===== src/rtl/jzjpcc_load_processor.sv =====
// Memory-stage load unit: drives the RAM word address, carries load control across the
// one-cycle RAM latency, and extracts/extends the result. JZJPCC_MISALIGNED_LOAD_EN enables split loads.
module jzjpcc_load_processor (
   input  logic        clock,
   input  logic        reset,
   input  logic        loadValid_execute,
   input  logic [2:0]  funct3_execute,
   input  logic [31:0] aluResult_execute,
   input  logic        stall,
   input  logic        flush,
   output logic [29:0] memAddress_execute,
   input  logic [31:0] memReadData_memory,
   output logic        loadStallRequest,
   output logic        loadValid_memory,
   output logic [31:0] loadResult_memory,
   output logic        misaligned_memory
);

   // True when the access runs past the end of its 32-bit word.
   function automatic logic crosses(input logic [2:0] f3, input logic [1:0] o);
      case (f3)
         3'b001, 3'b101: crosses = (o == 2'd3);
         3'b010:         crosses = (o != 2'd0);
         default:        crosses = 1'b0;
      endcase
   endfunction

   logic        mem_valid;
   logic [2:0]  mem_funct3;
   logic [1:0]  mem_offset;
   logic        hold_active;
   logic [31:0] hold_buf;
   logic        bubble;
   logic [31:0] src;
   logic [31:0] shifted;
   logic [31:0] extracted;

`ifdef JZJPCC_MISALIGNED_LOAD_EN
   typedef enum logic {IDLE = 1'b0, SPLIT = 1'b1} state_t;
   state_t      state;
   state_t      state_next;
   logic        split_enter;
   logic        split_first;
   logic [29:0] split_addr;
   logic [31:0] low_buf;
   logic        mem_split;
   logic [63:0] wide;

   assign split_enter = (state == IDLE) & loadValid_execute & ~stall & ~flush &
                        crosses(funct3_execute, aluResult_execute[1:0]);
   assign bubble = flush | split_enter;

   always_ff @(posedge clock) begin
      if (reset) state <= IDLE;
      else       state <= state_next;
   end

   always_comb begin
      state_next = state;
      case (state)
         IDLE:    if (split_enter) state_next = SPLIT;
         SPLIT:   state_next = stall ? SPLIT : IDLE;
         default: state_next = IDLE;
      endcase
   end

   always_comb begin
      loadStallRequest   = split_enter;
      memAddress_execute = (state == SPLIT) ? split_addr + 30'd1 : aluResult_execute[31:2];
   end

   // low_buf takes word A in the first SPLIT cycle only, when the RAM returns it.
   always_ff @(posedge clock) begin
      if (reset) begin
         split_addr  <= 30'd0;
         split_first <= 1'b0;
         low_buf     <= 32'h0;
         mem_split   <= 1'b0;
      end else begin
         if (split_enter) split_addr <= aluResult_execute[31:2];
         split_first <= split_enter;
         if (split_first) low_buf <= memReadData_memory;
         if (!stall) mem_split <= (state == SPLIT);
      end
   end

   assign misaligned_memory = 1'b0;
`else
   assign bubble             = flush;
   assign loadStallRequest   = 1'b0;
   assign memAddress_execute = aluResult_execute[31:2];
   assign misaligned_memory  = mem_valid & crosses(mem_funct3, mem_offset);
`endif

   // loadValid_memory qualifies loadResult_memory for every cycle the memory-stage register
   // holds a load; there is no ready, back-pressure arrives only through stall.
   always_ff @(posedge clock) begin
      if (reset) begin
         mem_valid  <= 1'b0;
         mem_funct3 <= 3'd0;
         mem_offset <= 2'd0;
      end else if (!stall) begin
         mem_valid  <= loadValid_execute & ~bubble;
         mem_funct3 <= funct3_execute;
         mem_offset <= aluResult_execute[1:0];
      end
   end

   always_ff @(posedge clock) begin
      if (reset) begin
         hold_active <= 1'b0;
         hold_buf    <= 32'h0;
      end else if (stall) begin
         if (mem_valid && !hold_active) begin
            hold_active <= 1'b1;
            hold_buf    <= memReadData_memory;
         end
      end else begin
         hold_active <= 1'b0;
      end
   end

   always_comb begin
      src = hold_active ? hold_buf : memReadData_memory;
`ifdef JZJPCC_MISALIGNED_LOAD_EN
      wide    = mem_split ? {src, low_buf} : {32'h0, src};
      shifted = 32'(wide >> {mem_offset, 3'b000});
`else
      shifted = src >> {mem_offset, 3'b000};
`endif
      case (mem_funct3)
         3'b000:  extracted = {{24{shifted[7]}}, shifted[7:0]};
         3'b100:  extracted = {24'h0, shifted[7:0]};
         3'b001:  extracted = {{16{shifted[15]}}, shifted[15:0]};
         3'b101:  extracted = {16'h0, shifted[15:0]};
         3'b010:  extracted = shifted;
         default: extracted = 32'h0;
      endcase
      loadValid_memory  = mem_valid;
      loadResult_memory = 32'h0;
      if (mem_valid && !misaligned_memory) loadResult_memory = extracted;
   end

endmodule


===== config.mk =====
export PLATFORM = sky130hd
export DESIGN_NAME = jzjpcc_load_processor
export DESIGN_NICKNAME = d
export VERILOG_FILES = /design/src/rtl/jzjpcc_load_processor.sv
export SDC_FILE = /design/constraint.sdc
export NUM_CORES = 1
export LEC_CHECK = 0
export BUFFER_PORTS_ARGS = -buffer_cell sky130_fd_sc_hd__buf_2
export CAP_MARGIN = 20
export CORE_MARGIN = 4
export CORE_UTILIZATION = 40
export CTS_CLUSTER_DIAMETER = 80
export DETAILED_ROUTE_END_ITERATION = 10
export PLACE_DENSITY_LB_ADDON = 0.15
export SYNTH_ARGS = -nofsm -noshare
export SYNTH_HDL_FRONTEND = slang
export SYNTH_SLANG_ARGS = --single-unit

===== constraint.sdc =====
create_clock -name clock -period 2 [get_ports clock]
set_input_delay 0.4 -clock clock [delete_from_list [all_inputs] [get_ports clock]]
set_output_delay 0.4 -clock clock [all_outputs]
set_load 0.01 [all_outputs]

; ---- Word-level counts from Yosys, hierarchy flattened
; Cells that the tools add are included.
; Widths: inputs -> output; s select.
[totals]
register_bits = 39
input_bits = 72
out_inout_bits = 65
word_cells = 28
[op_classes]
eq_ne = 5
shift = 1
mux = 4
bitwise = 4
n_reduce_logical = 9
[ops]
columns = cell, count
row1 = $pmux 32 s5, 1
row2 = $mux 32, 2
row3 = $shr 32x5->32, 1
row4 = $eq 3x3->1 const B, 2
row5 = $reduce_or 2->1, 2
row6 = $eq 3x1->1 const B, 1
row7 = $eq 3x2->1 const B, 1
row8 = $logic_not 3->1, 1
row9 = $and 1x1->1, 2
row10 = $eq 2x2->1 const B, 1
row11 = $logic_and 1x1->1, 2
row12 = $logic_not 1->1, 2
row13 = $not 1->1, 2
row14 = $pmux 1 s2, 1
row15 = $reduce_and 2->1, 1
row16 = $reduce_bool 2->1, 1

; ---- Logic depth before layout (Yosys ltp)
[logic_depth]
ltp_word = 7
ltp_mapped = 7
mapped_depth_nobuf = 4

; ---- Worst setup path after synthesis
; Ideal clock, no wire load.
[synth_path]
kind = register to output
from = register hold_active
to = output port loadResult_memory[11]
arrival_ps = 1558
path_slack_ps = 42
path_stages_with_launch = 7
n_path_buf = 2
path_cell_list = dfxtp_1 > buf_6 > mux4_2 > and2_4 > o21ai_4 > buf_6 > o21ai_0
[synth_via]
elab_chain_cells = 4
[synth_lines]
columns = element, line
row1 = start: declaration, 31  ; logic hold_active;
row2 = start signal: assignment, 111  ; hold_active <= 1'b0;
row3 = start signal: assignment, 115  ; hold_active <= 1'b1;
row4 = start signal: assignment, 119  ; hold_active <= 1'b0;
row5 = $mux 32, 124  ; src = hold_active ? hold_buf : memReadData_memory;
row6 = $shr 32x5->32, 129  ; shifted = src >> {mem_offset, 3'b000};
row7 = $pmux 32 s5, 131  ; case (mem_funct3)
row8 = $mux 32, 141  ; if (mem_valid && !misaligned_memory) loadResult_memory = extracted;
row9 = end: declaration, 15  ; output logic [31:0] loadResult_memory,
; No other way between the ends.

; ---- Worst setup path in the final report
[layout_path]
from = register hold_active
to = output port loadResult_memory[15]
; Same word-level chain as after synthesis.

==> results.yml <==
run_status:
  outcome: "complete, but fails checks"
  violations: "setup timing"
drt:
  vias: 2561
  ant_nets: 0
  drt_pass1_iterations: 4
  vias_per_cell: 5.205
  drc: 0
  finalWirelength_um: 8218
  drt_iter0_markers: 141
  routedWlPerCell_um: 16.70
final_layout:
  drive_gt1_share_pct: 42.68
  fin_nets: 467
  fin_area_um2: 3596
  postLayoutCoreUtil_pct: 52.64
  num_antenna_cells: 0
  layout.cells.non_filler: 492
  area_growth_pct: 27.56
  seqCellArea_um2: 788.3
  num-fill-cells: 682
  multi_input_area_um2: 1749
yosys:
  ys.flop_type: "dfxtp_1"
  syn_area_um2: 2819
  syn_avg_cell_area_um2: 8.440
  synth_cells: 334
  yosysUniqueCellTypes: 38
  yosysTopAreaCellShare_pct: 27.70
  synth.area.top_cells: "dfxtp_1 (28%), mux4_2 (18%), nand2_1 (11%), buf_4 (9.1%), a21oi_1 (6.2%)"
  synth_edf_count: 0
  yosysSeqAreaShare_pct: 27.70
  synth.most_common_cell: "nand2_1"
  ys_ff_latch: 39
  syn_nets: 406
  synth.yosys.warnings: 0
  synth_area_leader_cell: "dfxtp_1"
  async_flop_share_pct: 0
  yosys-top-cells-count: "nand2_1 (81), dfxtp_1 (39), a21oi_1 (35), buf_4 (34), mux4_2 (22)"
grt:
  grt_first_pass_wirelength_um: 13510
  grt_pass1_vias: 2639
  grt_max_degree: 40
  track_usage_pct: 19.99
  gr-total-overflow: 0
  antenna_found_initial: 0
flow_run:
  maxCapViolations: 0
sta:
  timing.final.crit_share_pct: 118.9
  slew_headroom_pct: 50.59
  rsz0062_at_grt: "yes"
  setup_violations: 32
  fin_crit_ns: 2.377
  worst_slack_ns: -0.3774
  hold_viol_final: 0
  timing.fmax_mhz: 420.6
  worst_pin_slew_ns: 0.7396
  fin_skew_ns: 0.006655
  slew_viol_final: 0
critical_path:
  critPathCaptureType: "primary output"
  reg2reg_to: "hold_buf[30]"
  crit_slowest_cell: "mux4_2"
  cp_num_buf_inv: 3
  cp-start-kind: "flop"
  crit_chain: "mux4_2 > and2_4 > buf_4 > buf_6 > o21ai_4 > a21oi_2 > buf_2"
  critPathRequiredTime_ns: 1.60
  reg2regPathDepth: 5
  cp.arrival_ns: 1.98
  crit_family: "multiplexers"
  slowest_delay_ns: 0.52
  rrSetupSlack_ns: 0.44
  worst-setup-path-type: "reg -> out"
  rr_startpoint: "loadValid_memory"
  worst-path-max-fanout: 5
placed_design:
  post-place-ws_ns: -0.1779
  io_buffers: 75
  placedCellCount: 476
  placed_area_um2: 3208
  dp_hpwl_um: 5781
  gp_congestion: 0.7950
clocking:
  cts.sinks: 39
  cts_buffer_depth: 2
  numCtsBuffers: 5
  path_clk_slew_ns: 0.07
  clock-root-buffer: "clkbuf_8"
  clock_latency_ns: 0.29
  htreeDepth: 2
  cts_tree: "yes"
floorplan:
  dieArea_um2: 8455
  coreArea_um2: 6832
  fp.dieW_um: 91.95
  die_h_um: 91.95
  initial_core_util_pct: 41.26
  rows: 30
  io_pins: 137
pwr:
  report.power.total_uw: 2006
  power.density_nw_per_um2: 558.0
  irDropWorstVdd_mv: 0.3076
  cellLeakagePower_uw: 0.001548
worst_hold_path:
  min_from: "funct3_execute[2]"
  min_to: "mem_funct3[2]"
  min_path_cells: 3
  hold_class: "in -> reg"
==> metrics by stage <==
step           TNS (ns)  hold WS, ns
6_report         -9.865       0.3427
4_1_cts          -9.598       0.3395
3_5_place_dp     -3.585       0.4451
3_3_place_gp     -3.730       0.4412
2_1_floorplan         0       0.4329
5_1_grt          -12.85       0.3502
==> placed cells by master, fill, tap and decap left out, drive strengths merged, types with 7 or more instances in the layout <==
cell type / n
nand3: 16
buf: 110
a22oi: 7
mux4: 22
nor2: 19
dfxtp: 39
o21ai: 9
a21oi: 35
nand2: 81
mux2: 8
mux2i: 15
==> power breakdown <==
group / internal, uW / leakage (uW) / total, uW / switching, uW
Combinational: 216 / 0.00116 / 415 / 199
Sequential: 792 / 0.000317 / 812 / 19.8
Clock: 499 / 0.0000654 / 779 / 280
==> area by class of cell <==
type | instances | area share (%)
sequential | 39 | 21.92
multi-input combinational | 234 | 48.64
clock buffer | 6 | 2.018
inverter | 4 | 0.4175
tap | 96 | 3.340
timing repair buffer | 111 | 21.99
clock inverter | 2 | 1.670
==> what timing repair did <==
item,4_1_cts,5_1_grt
pin swaps,2,4
setup buffers,5,1
gates cloned,2,0
endpoints found under the setup margin,32,32
hold buffers,0,0
gates resized for setup,33,10
endpoints found under the hold margin,0,0
==> worst max path at each step <==
stage / startpoint / end / slack (ns) / cells after the start
floorplan: hold_active / loadResult_memory[11] / 0.04 / 6
global placement: hold_active / loadResult_memory[31] / -0.17 / 7
detailed placement: memReadData_memory[31] / loadResult_memory[12] / -0.18 / 7
CTS: hold_active / loadResult_memory[13] / -0.37 / 6
global route: hold_active / loadResult_memory[10] / -0.47 / 6
finish: hold_active / loadResult_memory[15] / -0.38 / 7
==> kinds of logic (layout without fill, tap and decap cells) <==
group / after synthesis / after routing / synth area share (%)
simple gates: 129 / 129 / 19.71
buf+inv: 61 / 123 / 14.11
compound gates: 59 / 59 / 12.25
mux: 45 / 45 / 26.10
flops: 39 / 39 / 27.70
other cells: 1 / 1 / 0.1330
==> state kept, by name (all words and copies together), names as in the netlist <==
| register | count |
|---|---|
| mem_funct3 | 3 |
| loadValid_memory | 1 |
| hold_buf | 32 |
| hold_active | 1 |
| mem_offset | 2 |
==> worst min-delay path, cell delays in order <==
cell and delay (ns):
buf_2 0.07, mux2i_1 0.05, nor2_1 0.07
==> per-layer routing <==
metal  wire length (um)  track usage (%)  up-vias  share of wire, %
met4                 75            5.198        0              0.91
met5                  0                0        -                 0
met3                561            4.512       18               6.8
met1               3604            27.47     1204                44
li1                   -                -     1257                 -
met2               3976            31.81       82                48
Note: power is estimated with default switching activity, not from simulation.
